**config.mk**
```make
export PLATFORM = sky130hd
export DESIGN_NAME = tx_msg_scroller
export DESIGN_NICKNAME = d
export VERILOG_FILES = /design/src/rtl/tx_msg_scroller.sv
export SDC_FILE = /design/constraint.sdc
export NUM_CORES = 1
export LEC_CHECK = 0
export ABC_AREA = 1
export CORE_MARGIN = 3
export CORE_UTILIZATION = 43
export DETAILED_ROUTE_END_ITERATION = 10
export GPL_TIMING_DRIVEN = 0
export PLACE_DENSITY = 0.68
export SYNTH_ARGS = -nofsm -noshare
export SYNTH_HDL_FRONTEND = slang
export SYNTH_SLANG_ARGS = --single-unit
```
**constraint.sdc**
```tcl
create_clock -name clk -period 3.05 [get_ports clk]
set_input_delay 0.305 -clock clk [delete_from_list [all_inputs] [get_ports clk]]
set_output_delay 0.305 -clock clk [all_outputs]
set_load 0.03 [all_outputs]
```
**src/rtl/tx_msg_scroller.sv**
```systemverilog
// Scrolls each accepted UART byte across six active-low 7-segment digits.
// Optional macro TX_MSG_SCROLLER_DP_EN: HEXTM0 dp lights while overflow is set.
module tx_msg_scroller #(
  parameter int SCROLL_DIV = 25000000,
  parameter int DEPTH      = 8,
  parameter int CNT_W      = 25
) (
  input  logic       clk,
  input  logic       rst_n,
  input  logic       clr,
  input  logic       char_valid,
  input  logic [7:0] char_data,
  output logic       char_ready,
  output logic       busy,
  output logic       overflow,
  output logic [7:0] HEXTM0,
  output logic [7:0] HEXTM1,
  output logic [7:0] HEXTM2,
  output logic [7:0] HEXTM3,
  output logic [7:0] HEXTM4,
  output logic [7:0] HEXTM5
);

  localparam int AW = $clog2(DEPTH);
  localparam logic [CNT_W-1:0] LAST = CNT_W'(SCROLL_DIV - 1);
  localparam logic [AW:0] FULLC = (AW+1)'(DEPTH);

  logic [7:0]       mem [DEPTH];
  logic [AW-1:0]    wptr;
  logic [AW-1:0]    rptr;
  logic [AW:0]      count;
  logic [CNT_W-1:0] cnt;
  logic [7:0]       win [6];
  logic             ovf;
  logic             full;
  logic             empty;
  logic             push;
  logic             pop;
  logic             tick;

  function automatic logic [7:0] enc(input logic [7:0] c);
    logic [7:0] s;
    case (c)
      8'h30:        s = 8'hC0;
      8'h31:        s = 8'hF9;
      8'h32:        s = 8'hA4;
      8'h33:        s = 8'hB0;
      8'h34:        s = 8'h99;
      8'h35:        s = 8'h92;
      8'h36:        s = 8'h82;
      8'h37:        s = 8'hF8;
      8'h38:        s = 8'h80;
      8'h39:        s = 8'h90;
      8'h41, 8'h61: s = 8'h88;
      8'h42, 8'h62: s = 8'h83;
      8'h43, 8'h63: s = 8'hC6;
      8'h44, 8'h64: s = 8'hA1;
      8'h45, 8'h65: s = 8'h86;
      8'h46, 8'h66: s = 8'h8E;
      8'h20:        s = 8'hFF;
      default:      s = 8'hBF;
    endcase
    return s;
  endfunction

  assign full       = (count == FULLC);
  assign empty      = (count == '0);
  assign char_ready = !full && !clr;
  assign push       = char_valid && char_ready;
  assign tick       = !empty && (cnt == LAST);
  // clr discards a tick landing on the same edge
  assign pop        = tick && !clr;
  assign busy       = !empty;
  assign overflow   = ovf;

  always_ff @(posedge clk) begin
    if (push) begin
      mem[wptr] <= char_data;
    end
  end

  always_ff @(posedge clk or negedge rst_n) begin
    if (!rst_n) begin
      wptr  <= '0;
      rptr  <= '0;
      count <= '0;
      cnt   <= '0;
      ovf   <= 1'b0;
    end else if (clr) begin
      wptr  <= '0;
      rptr  <= '0;
      count <= '0;
      cnt   <= '0;
      ovf   <= 1'b0;
    end else begin
      if (push) wptr <= wptr + AW'(1);
      if (pop)  rptr <= rptr + AW'(1);
      case ({push, pop})
        2'b10:   count <= count + (AW+1)'(1);
        2'b01:   count <= count - (AW+1)'(1);
        default: count <= count;
      endcase
      if (char_valid && full) ovf <= 1'b1;
      if (empty || tick) cnt <= '0;
      else               cnt <= cnt + CNT_W'(1);
    end
  end

  always_ff @(posedge clk or negedge rst_n) begin
    if (!rst_n) begin
      for (int i = 0; i < 6; i++) win[i] <= 8'hFF;
    end else if (clr) begin
      for (int i = 0; i < 6; i++) win[i] <= 8'hFF;
    end else if (pop) begin
      for (int i = 5; i > 0; i--) win[i] <= win[i-1];
      win[0] <= enc(mem[rptr]);
    end
  end

`ifdef TX_MSG_SCROLLER_DP_EN
  assign HEXTM0 = {~ovf, win[0][6:0]};
`else
  assign HEXTM0 = win[0];
`endif
  assign HEXTM1 = win[1];
  assign HEXTM2 = win[2];
  assign HEXTM3 = win[3];
  assign HEXTM4 = win[4];
  assign HEXTM5 = win[5];

endmodule

```
Word-level counts from Yosys, hierarchy flattened

Memory sizes are Yosys's and may differ from the RTL's.
Index checks and enable logic that the tools add are counted.

Add/sub/neg operators: 5
Equality and inequality tests: 27
Mux-type cells: 15
Reduce and logical (&&, ||, !) cells: 20

Operators with widths:

| operator                                         | count |
|---|---|
| case mux 7 bit (17 select lines)                 | 1 |
| == test 8 x 7 -> 1 bit, second input constant    | 12 |
| two-way mux 48 bit                               | 2 |
| == test 8 x 6 -> 1 bit, second input constant    | 11 |
| two-way mux 25 bit                               | 2 |
| adder 25 x 1 -> 25 bit, second input constant    | 1 |
| == test 25 bit, second input constant            | 1 |
| two-way mux 3 bit                                | 4 |
| OR reduction 2 bit                               | 6 |
| case mux 4 bit (2 select lines)                  | 1 |
| adder 3 x 1 -> 3 bit, second input constant      | 2 |
| nonzero test 2 bit                               | 3 |
| logical AND 1 bit                                | 5 |
| adder 4 x 1 -> 4 bit, second input constant      | 1 |
| == test 4 bit, second input constant             | 1 |
| zero test 4 bit                                  | 1 |
| two-way mux 1 bit                                | 4 |
| two-way mux 4 bit                                | 1 |
| subtractor 4 x 1 -> 4 bit, second input constant | 1 |
| zero test 1 bit                                  | 3 |
| nonzero test 3 bit                               | 1 |
| == test 2 x 1 -> 1 bit, second input constant    | 1 |
| == test 2 bit, second input constant             | 1 |
| logical OR 1 bit                                 | 1 |

Register bits after elaboration: 84
Memory bits (writable): 64
Input port bits: 12
Output and inout bits: 51
Word-level logic and storage cells: 79
Memories: 1

Memories:

| memory | words | bits a word | read ports | clocked after memory_dff | wr ports | line | text |
|---|---|---|---|---|---|---|---|
| mem    | 8     | 8           | 1          | 0                        | 1        | 28   | `logic [7:0] mem [DEPTH];` |

Logic depth before layout (Yosys ltp)

Word-level depth: 7
Mapped depth: 17
Gate-level depth less buffers: 16

Least setup slack after synthesis

No wires, ideal clock.

Kind: register to register
Start: register count[0]
End: register count[3]
Setup time: 0.127 ns
Arrival: 2.460 ns
Data required time: 2.923 ns
Path slack: 0.464 ns
Cell stages (with the launch flop): 17
Cell sequence: dfrtp_1 -> nor2_1 -> nand3_1 -> inv_1 -> nor2_1 -> nand2_1 -> inv_1 -> nor2_1 -> nand2_1 -> inv_1 -> ha_1 -> a21oi_1 -> nand2_1 -> xor2_1 -> xor2_1 -> nand2_1 -> o21ai_0

Cells in the longest elaborated chain, start to end: 7
Elaborated cells on any way between the ends: 15
Classes of those cells: add/sub (2); eq/ne (3); mux (2); reduce/logical (8)

RTL lines:

| element                                                 | line | text |
|---|---|---|
| start: declaration                                      | 31   | `logic [AW:0] count;` |
| start signal: assignment                                | 99   | `2'b10: count <= count + (AW+1)'(1);` |
| start signal: assignment                                | 100  | `2'b01: count <= count - (AW+1)'(1);` |
| start signal: assignment                                | 101  | `default: count <= count;` |
| == test 4 bit (*)                                       | 66   | `assign full = (count == FULLC);` |
| zero test 1 bit (*)                                     | 68   | `assign char_ready = !full && !clr;` |
| logical AND 1 bit (*)                                   | 68   |  |
| via char_ready                                          | 13   | `output logic char_ready,` |
| logical AND 1 bit (*)                                   | 69   | `assign push = char_valid && char_ready;` |
| == test 2 x 1 -> 1 bit or == test 2 bit (tied branches) | 98   | `case ({push, pop})` |
| case mux 4 bit (2 select lines)                         | 98   |  |
| two-way mux 4 bit                                       | 89   | `end else if (clr) begin` |

Mark *: on every way through the listed nets, which the timed path passes. The rest lies on a longest branch.
A chain may end at the register's enable or synchronous reset.

Worst setup path after layout

Start: register cnt[17]
End: register count[3]

Cells in the longest elaborated chain, start to end: 6
Elaborated cells on any way between the ends: 8
Classes of those cells: eq/ne (3); mux (2); reduce/logical (3)

RTL lines:

| element                                                 | line | text |
|---|---|---|
| start: declaration                                      | 32   | `logic [CNT_W-1:0] cnt;` |
| start signal: assignment                                | 105  | `else cnt <= cnt + CNT_W'(1);` |
| == test 25 bit (*)                                      | 70   | `assign tick = !empty && (cnt == LAST);` |
| logical AND 1 bit (*)                                   | 70   |  |
| logical AND 1 bit (*)                                   | 72   | `assign pop = tick && !clr;` |
| == test 2 x 1 -> 1 bit or == test 2 bit (tied branches) | 98   |  |
| case mux 4 bit (2 select lines)                         | 98   |  |
| two-way mux 4 bit                                       | 89   |  |

Mark *: on every way between the ends. The rest lies on a longest branch, timed or not.

==> metrics.cfg <==
[outcome]
outcome = complete, no violations

[die]
die_y_um = 133.6
die_w_um = 133.6
die_area_um2 = 17850
ios = 63
placementRows = 46
start_util = 0.4407
core_area_um2 = 15890

[setup_path]
cp-end-kind = flop
critical_path_arrival_ns = 2.95
cp_max_fo = 6
cp_data_required_time_ns = 3.34
crit_type = reg -> reg
worst_setup_path_start_kind = flop

[synth]
syn_avg_cell_area_um2 = 9.045
yosysSeqAreaShare = 0.5609
yosys_warnings = 0
synth-async-reset-ratio = 0.5493
yosysTopAreaCellShare = 0.2745
synth-main-ff-cell = edfxtp_1
synth_edf_count = 64
synth_cell_types = 47
syn_inst = 774
netlist_area_um2 = 7000
synth_seq_cells = 142
synth_area_leader_cell = edfxtp_1
synthTopCellsByArea = edfxtp_1 (27%), dfstp_2 (16%), dfrtp_1 (13%), nand2_1 (9.9%), inv_1 (7.1%)

[finish]
diodes = 0
finalNonFillerCells = 1085
design_area_um2 = 8471
multi_input_area_um2 = 2366
drive_above_1_share = 0.1657
area_delta_synth_final_pct = 21.00
finalNetCount = 874
fillerInstances = 1445
regArea_um2 = 3926

[global_routing]
grt_pass1_wl_um = 24660
grt_pass1_vias = 5033
antenna_found_initial = 0
grt_overflow = 0
grt.total_usage = 0.1739
grt_max_degree = 50

[hold_path]
min_path_type = in -> async

[place]
io_buffers = 56
hpwl_um = 10590
gp_congestion = 0.8612
dp_cells = 1052
postPlaceCellArea_um2 = 7875
dp_slack_ns = 0.1334

[cts]
cts_sinks = 142
cts_buffer_depth = 2
clk_pin_slew_ns = 0.06
tritoncts = built
worst_skew_pair.late_latency_ns = 0.42
root_buffer = clkbuf_16
htree_num_levels = 4
numCtsBuffers = 17

[power]
powerDensity_nw_per_um2 = 511.6
leakage_nw = 3.936
peakVddDrop_v = 0.0004404
p_total_w = 0.004334

[timing]
setup_viol = 0
slew_headroom = 0.3027
rsz0062_at_grt = no
min_period_over_period = 0.8705
timing.final.ws_setup_ns = 0.3951
whs_ns = 0.3669
hold_viol = 0
tightest_slew_ns = 1.042
min_period_ns = 2.655
slew_violations = 0
clock_skew_ns = 0.009685
fmax_mhz = 376.7

[flow_run]
max_cap_violations = 0

[route]
first_iter_violations = 346
ant_nets = 0
post-route-drc-count = 0
wirelength_um = 14810
drt_first_pass_iters = 5
viasPerCell = 4.781
num_vias = 5187
wl_per_cell_um = 13.65

## timing repair
item,CTS,global route
hold buffers,1,0
setup endpoints to repair,0,1
gates resized for setup,0,1
endpoints found under the hold margin,4,0
setup buffers,0,0
## state kept, by name, summed over array words and instances (netlist names)
register / count
overflow: 1
HEXTM3: 7
HEXTM2: 7
count: 4
HEXTM4: 7
wptr: 3
cnt: 25
rptr: 3
HEXTM1: 7
HEXTM0: 7
HEXTM5: 7
mem: 64
## worst max-delay path: stages (launching register included)
cell	delay [ns]
dfrtp_1	0.37
inv_1	0.18
nand4_1	0.12
nor4_1	0.28
nand2_1	0.17
nor2_1	0.17
nand2_1	0.13
inv_1	0.14
ha_1	0.28
a21oi_1	0.16
nand2_1	0.08
xor2_1	0.16
xor2_1	0.16
nand2_1	0.06
o21ai_0	0.08
## layer usage
metal,vias up,GRT usage,share of wire
li1,2633,-,-
met1,2391,0.2408,0.47
met2,136,0.2717,0.46
met3,27,0.03399,0.049
met4,0,0.06800,0.022
met5,-,0,0
## cell families (layout without fill, tap and decap cells)
logic type      Yosys count  in the layout  share of synthesized area
flops                   142            142                     0.5609
compound gates           65             65                    0.05898
fa+ha+maj                 6              6                    0.01180
buf+inv                 166            256                     0.1042
simple gates            382            382                     0.2486
xor+xnor                 12             12                    0.01501
other cells               1              6                  0.0005357
## layout by cell type (no fill, tap or decap), drive strengths merged, types with 5 or more instances in the layout
master         netlist  final
dfstp               42     42
nand4                8      8
ha                   5      5
conb                 1      6
nand3               71     71
xor2                 6      6
buf                 26     28
o21ai                9      9
dfrtp               36     36
a22oi               22     22
a21oi               25     25
nor2                83     83
nor3                16     16
xnor2                6      6
inv                138    144
clkbuf               2     24
nand2              196    196
edfxtp              64     64
clkdlybuf4s50        0     55
## layout make-up
cell class | count | share of cell area
Clock buffer | 22 | 0.05731
Tap cell | 216 | 0.03191
Timing Repair Buffer | 58 | 0.07031
Multi-Input combinational cell | 471 | 0.2793
Inverter | 138 | 0.06204
Clock inverter | 10 | 0.01152
Sequential cell | 142 | 0.4635
Buffer | 28 | 0.02408
## power breakdown
part | leakage, nW | switching, W | internal [W]
sequential | 1.52 | 0.0000172 | 0.00204
clock | 0.292 | 0.000809 | 0.00122
combinational | 2.13 | 0.000171 | 0.0000753
## worst paths after layout
check	start	to	slack (ns)	cells after the start
worst max-delay path	cnt[17]	count[3]	0.40	14
worst min-delay path	rst_n	rptr[1]	0.37	2
worst max register to register	cnt[17]	count[3]	0.40	14
worst min register to register	cnt[0]	cnt[0]	0.47	1
max in group asynchronous	rst_n	HEXTM5[0]	2.08	3
min in group clk	char_valid	overflow	0.47	3
## per-stage QoR
stage	utilization	setup TNS [ns]
5_1_grt	0.5332	0
3_5_place_dp	0.4957	0
3_3_place_gp	0.4942	-38.22
4_1_cts	0.5331	0
2_1_floorplan	-	0
6_report	0.5332	0
## cell usage after synthesis (2+ instances only)
library cell  instances
inv_1               132
o22ai_1               4
buf_2                 7
a22oi_1              20
nand2_1             184
nor2_1               69
nor3_1               12
dfrtp_1              36
o21ai_0               8
inv_2                 4
buf_1                 2
nor3b_1               3
buf_6                 7
ha_1                  5
nand3_1              68
nor4_1                2
nand4_1               7
nand3_2               3
clkbuf_1              2
xnor2_1               6
nor2_2               11
dfstp_2              42
a21oi_1              25
xor2_1                6
nor3_2                3
buf_4                10
nor2_4                2
nand2_2              11
a22oi_2               2
edfxtp_1             64
No activity file was read; power rests on OpenSTA's default activity.
